`config.mk`:
```
export PLATFORM = sky130hd
export DESIGN_NAME = ad7606_seq_ctrl
export DESIGN_NICKNAME = d
export VERILOG_FILES = /design/src/rtl/ad7606_seq_ctrl.sv
export SDC_FILE = /design/constraint.sdc
export NUM_CORES = 1
export LEC_CHECK = 0
export CAP_MARGIN = 25
export CORE_MARGIN = 5
export CORE_UTILIZATION = 49
export DETAILED_ROUTE_END_ITERATION = 16
export DONT_BUFFER_PORTS = 1
export SYNTH_ARGS = -nofsm -noshare
export SYNTH_HDL_FRONTEND = slang
export SYNTH_SLANG_ARGS = --single-unit
```
`constraint.sdc`:
```
create_clock -name clk -period 2.9 [get_ports clk]
set_input_delay 0.58 -clock clk [delete_from_list [all_inputs] [get_ports clk]]
set_output_delay 0.58 -clock clk [all_outputs]
set_load 0.01 [all_outputs]
```
`src/rtl/ad7606_seq_ctrl.sv`:
```
// AD7606 parallel-mode conversion sequencer: reset pulse, periodic CONVST, BUSY wait, CS/RD burst.
// Optional FRSTDATA alignment check enabled by defining AD7606_FRSTDATA_CHK_EN.
module ad7606_seq_ctrl #(
  parameter int NCH      = 8,
  parameter int RST_CYC  = 5,
  parameter int CONV_LOW = 2,
  parameter int RD_LOW   = 2,
  parameter int RD_HIGH  = 2,
  parameter int PERIOD   = 2500,
  parameter int BUSY_TMO = 1000
) (
  input  logic        clk,
  input  logic        rst_n,
  input  logic        enable,
  input  logic [2:0]  os_cfg,
  input  logic [15:0] ad_data,
  input  logic        ad_busy,
  input  logic        first_data,
  output logic [2:0]  ad_os,
  output logic        ad_cs,
  output logic        ad_rd,
  output logic        ad_reset,
  output logic        ad_convstab,
  output logic [15:0] smp_data,
  output logic [2:0]  smp_ch,
  output logic        smp_valid,
  output logic        frame_done,
  output logic        overrun,
  output logic        err_tmo,
  output logic        err_sync
);

  localparam int CNT_W  = $clog2(RST_CYC + CONV_LOW + RD_LOW + RD_HIGH + BUSY_TMO + 1);
  localparam int PCNT_W = $clog2(PERIOD + 1);

  typedef enum logic [2:0] {
    S_IDLE, S_RST, S_CONV, S_WB_HI, S_WB_LO, S_RD_L, S_RD_H, S_WAIT
  } state_t;

  state_t              state, state_nxt;
  logic [CNT_W-1:0]    cnt;
  logic [PCNT_W-1:0]   pcnt;
  logic [2:0]          ch, ch_nxt;
  logic                cs_nxt, cap, valid_nxt, fd_nxt, ov_nxt, tmo_set, sync_set;
  logic                pcnt_full, sync_bad;

  assign pcnt_full = (pcnt == PCNT_W'(PERIOD - 1));

`ifdef AD7606_FRSTDATA_CHK_EN
  assign sync_bad = (first_data != (ch == 3'd0));
`else
  logic unused_first_data;
  assign unused_first_data = first_data;
  assign sync_bad          = 1'b0;
`endif

  always_comb begin
    // NOTE: every output of this block gets a default first so no path infers a latch.
    state_nxt = state;
    ch_nxt    = ch;
    cs_nxt    = ad_cs;
    cap       = 1'b0;
    valid_nxt = 1'b0;
    fd_nxt    = 1'b0;
    ov_nxt    = 1'b0;
    tmo_set   = 1'b0;
    sync_set  = 1'b0;
    case (state)
      S_IDLE: if (enable) state_nxt = S_RST;
      S_RST:  if (cnt == CNT_W'(RST_CYC - 1)) state_nxt = S_CONV;
      S_CONV: if (cnt == CNT_W'(CONV_LOW - 1)) state_nxt = S_WB_HI;
      S_WB_HI: begin
        if (ad_busy) begin
          state_nxt = S_WB_LO;
        end else if (cnt == CNT_W'(BUSY_TMO - 1)) begin
          tmo_set   = 1'b1;
          state_nxt = S_RST;
        end
      end
      S_WB_LO: begin
        if (!ad_busy) begin
          cs_nxt    = 1'b0;
          ch_nxt    = 3'd0;
          state_nxt = S_RD_L;
        end else if (cnt == CNT_W'(BUSY_TMO - 1)) begin
          tmo_set   = 1'b1;
          state_nxt = S_RST;
        end
      end
      S_RD_L: begin
        if (cnt == CNT_W'(RD_LOW - 1)) begin
          if (sync_bad) begin
            sync_set  = 1'b1;
            cs_nxt    = 1'b1;
            state_nxt = S_RST;
          end else begin
            cap       = 1'b1;
            valid_nxt = 1'b1;
            state_nxt = S_RD_H;
          end
        end
      end
      S_RD_H: begin
        if (cnt == CNT_W'(RD_HIGH - 1)) begin
          if (ch == 3'(NCH - 1)) begin
            cs_nxt    = 1'b1;
            fd_nxt    = 1'b1;
            ov_nxt    = pcnt_full;
            state_nxt = S_WAIT;
          end else begin
            ch_nxt    = ch + 3'd1;
            state_nxt = S_RD_L;
          end
        end
      end
      // An overrun frame arrives here with pcnt already saturated and leaves next clock.
      S_WAIT: if (pcnt_full) state_nxt = enable ? S_CONV : S_IDLE;
      default: state_nxt = S_IDLE;
    endcase
  end

  always_ff @(posedge clk) begin
    if (!rst_n) begin
      state       <= S_IDLE;
      cnt         <= '0;
      pcnt        <= '0;
      ch          <= 3'd0;
      ad_os       <= 3'd0;
      ad_cs       <= 1'b1;
      ad_rd       <= 1'b1;
      ad_reset    <= 1'b0;
      ad_convstab <= 1'b1;
      smp_data    <= 16'd0;
      smp_ch      <= 3'd0;
      smp_valid   <= 1'b0;
      frame_done  <= 1'b0;
      overrun     <= 1'b0;
      err_tmo     <= 1'b0;
    end else begin
      state <= state_nxt;
      cnt   <= (state_nxt != state) ? '0 : cnt + CNT_W'(1);
      if (state_nxt == S_CONV && state != S_CONV) pcnt <= '0;
      else if (!pcnt_full)                        pcnt <= pcnt + PCNT_W'(1);
      ch    <= ch_nxt;
      ad_cs <= cs_nxt;
      // NOTE: pin strobes decode state_nxt into flops so the ADC sees glitch-free edges.
      ad_rd       <= (state_nxt != S_RD_L);
      ad_convstab <= (state_nxt != S_CONV);
      ad_reset    <= (state_nxt == S_RST);
      if (state == S_IDLE) ad_os <= os_cfg;
      if (cap) begin
        smp_data <= ad_data;
        smp_ch   <= ch;
      end
      smp_valid  <= valid_nxt;
      frame_done <= fd_nxt;
      overrun    <= ov_nxt;
      if (tmo_set) err_tmo <= 1'b1;
    end
  end

`ifdef AD7606_FRSTDATA_CHK_EN
  always_ff @(posedge clk) begin
    if (!rst_n)        err_sync <= 1'b0;
    else if (sync_set) err_sync <= 1'b1;
  end
`else
  logic unused_sync_set;
  assign unused_sync_set = sync_set;
  assign err_sync        = 1'b0;
`endif

endmodule

```
==> run_results.csv <==
group,metric,value,unit
sta,timing.slew.headroom,51.58,%
status,outcome,"finished, final reports clean",
clock_network,path_clk_slew,0.06,ns
clock_network,cts_tree,"yes",
sta,rsz0062_at_grt,"false",
sta,clock_skew,0.005931,ns
yosys,synth.area.top_cells,"dfxtp_1 (41%), nand2_1 (8.0%), a21boi_0 (5.6%), a2111oi_1 (3.2%), xnor2_1 (3.1%)",
clock_network,clk_latency,0.34,ns
grt,grt-ovfl-total,0,
sta,finalCritPeriodShare,90.50,%
finish,syn_to_final_growth,10.74,%
worst_setup_path,path_buf_inv,0,
worst_setup_path,timing.critical_path.mode_cell,"or3_1",
sta,hold_viol,0,
detailed_routing,routed_wl,6123,um
yosys,avgSynthCellArea,8.556,um^2
finish,final_cell_mix,"nand2_1 (60), dfxtp_1 (58), a21boi_0 (21)",
detailed_routing,dr.pass1.iters,4,
clock_network,clock_path_buffers,2,
floorplan,num_io_pins,55,
clock_network,root_buffer,"clkbuf_8",
detailed_routing,drt_iter0_markers,121,
hold_path,hold_end,"ad_cs",
hold_path,hp-class,"in -> reg",
yosys,synthFlopType,"dfxtp_1",
sta,setup_ws,0.2754,ns
clock_network,cts_buffers,9,
floorplan,dieArea,0.007341,mm^2
worst_setup_path,criticalPathCategory,"reg -> reg",
clock_network,cts-htree-levels,3,
yosys,ys_ff_latch,58,
floorplan,rows,27,
finish,antenna_cells,0,
sta,worstMarginPinSlew,0.7170,ns
placed_design,hpwl,4170,um
clock_network,ctsHoldBuffers,0,
worst_setup_path,critical-path-top-delay-family,"simple AND/OR/NAND/NOR gates",
floorplan,core-area,0.005540,mm^2
finish,drive_gt1_share,9.610,%
yosys,ys_types,52,
yosys,syn-instance-count,328,
hold_path,min_from,"rst_n",
floorplan,fp.dieH,85.68,um
finish,final_nets,358,
placed_design,portBuffers,0,
grt,grt_pass1_vias,2246,
worst_setup_path,cp_data_required_time,3.11,ns
worst_setup_path,critPathMaxFanout,10,
detailed_routing,via_count,2266,
finish,layout_commonest_cell,"nand2_1",
grt,grtUsageTotal,17.97,%
power_and_ir_drop,leakage,1.096,nW
floorplan,die_width,85.68,um
worst_setup_path,reg2reg_from,"pcnt[0]",
grt,grt_max_degree,46,
placed_design,pre_cts_slack,0.1830,ns
yosys,yosysWarnings,0,
worst_setup_path,timing.reg2reg.setup_slack,0.28,ns
power_and_ir_drop,powerDensity,578.3,mW/mm^2
yosys,syn_area,0.002806,mm^2
floorplan,initial_utilization,50.65,%
hold_path,holdPathStages,1,
sta,whs,0.3348,ns
yosys,synth_top_area_share,41.37,%
sta,setup_viol,0,
yosys,synth_edf_count,0,
clock_network,cts_sinks,58,
sta,maxSlewViolCount,0,
yosys,synth_nets,358,
worst_setup_path,critPathMaxStageDelay,0.51,ns
grt,antenna_found_initial,0,
worst_setup_path,cp_data_arrival_time,2.84,ns
sta,tns,0,ns
worst_setup_path,r2r_cells,6,
sta,min_period,2.625,ns
sta,max_clock_freq,381.0,MHz
detailed_routing,wl_per_cell,15.12,um
power_and_ir_drop,vdd_ir_drop_max,0.2637,mV
clock_network,post_cts_buffers,0,
worst_setup_path,path_cells,"ha_1 > nand4b_1 > or3_1 > a211o_1 > or3_1 > a2111oi_1",
placed_design,gp_congestion,0.8303,
worst_setup_path,end_kind,"flop",
worst_setup_path,r2r_end,"cnt[5]",
yosys,yosysSeqAreaShare,41.37,%
detailed_routing,drc_errors,0,
detailed_routing,via_per_inst,5.595,
clock_network,postCtsResizedCells,0,
grt,grt_pass1_wl,10580,um
worst_setup_path,cp_slowest_cell,"or3_1",
flow_run,maxCapViolCount,0,
detailed_routing,drt.antenna.violating_nets,0,
yosys,async_flop_share,0,%
worst_setup_path,cp-start-kind,"flop",
yosys,netlist.top_cell.by_area,"dfxtp_1",
-- sequential cells by signal, summed over array words and instances (netlist names), 3 cells and up --
signal and cells:
pcnt 12, cnt 10, state 3, ad_os 3, smp_ch 3, smp_data 16, ch 3
-- where the power goes --
part           switching, W  internal (W)  leakage (nW)
Sequential        0.0000179      0.000810         0.469
Combinational     0.0000588     0.0000394         0.508
Clock              0.000319      0.000552         0.119
Total              0.000395       0.00140          1.10
-- worst max-delay path by stage --
stage	start	end	slack [ns]	depth (start not counted)
finish	pcnt[0]	cnt[5]	0.28	6
global route	pcnt[0]	cnt[2]	0.10	6
CTS	cnt[4]	cnt[0]	0.15	5
detailed placement	cnt[4]	cnt[0]	0.18	5
global placement	cnt[4]	cnt[0]	0.23	5
floorplan	pcnt[3]	cnt[0]	0.55	7
-- cells by family (layout without fill, tap and decap cells) --
family                   Yosys count  count (layout)  share of synthesized area [%]
multiplexers                       6               6                          2.185
adder cells (fa/ha/maj)            6               6                          2.675
XOR/XNOR                          18              18                          5.617
buffers and inverters             29              34                          4.414
flip-flops                        58              58                          41.37
AO/OA/AOI/OAI                     63              63                          16.59
other                              1               1                         0.1336
AND/OR/NAND/NOR                  147             147                          27.02
-- cell usage after synthesis, drive strengths merged, types with 2 or more instances --
library cell  number
nor3              11
a21boi            21
nand4b             2
nand4bb            3
inv               10
clkbuf            11
a211oi             2
nor4               9
buf                8
and2               3
dfxtp             58
xnor2             10
o311ai             2
or3                4
nand4              4
a41oi              2
and3               3
nor2b              8
a21oi             14
ha                 6
mux2i              5
nand2b             6
a31oi              2
o21ai              4
nand2             60
a2111oi           10
xor2               8
nand3             11
or4                2
nor2              15
-- cell type report --
class	instances	area, um^2
Clock inverter	4	72.57
Tap cell	72	90.09
Sequential cell	58	1161
Fill cell	540	2432
Timing Repair Buffer	8	60.06
Inverter	10	37.54
Multi-Input combinational cell	241	1521
Clock buffer	12	165.2
-- layer usage --
metal	share of wire [%]	track usage, %	up-vias
li1	-	-	1153
met1	47	23.45	1043
met2	45	27.26	64
met3	7.1	5.283	6
met4	1.1	8.345	0
met5	0	0	-
-- worst reg2reg max path, delay by kind of cell (launching register included) --
family	cells	cell delay, ns
AOI/OAI and AO/OA	2	0.76
and+or+nand+nor	3	1.11
DFF	1	0.37
adders and majority gates	1	0.25
-- through the flow --
step | utilization (%) | cells | total power, W | area [um^2]
after CTS | 55.96 | 404 | 0.001816 | 3100
after floorplan | - | 328 | 0.0009269 | 2806
final | 56.10 | 405 | 0.001797 | 3108
after detailed placement | 51.67 | 388 | 0.0009431 | 2863
after global placement | 51.67 | 388 | 0.0009419 | 2863
after global routing | 56.10 | 405 | 0.001873 | 3108
(Power assumes the default switching activity.)
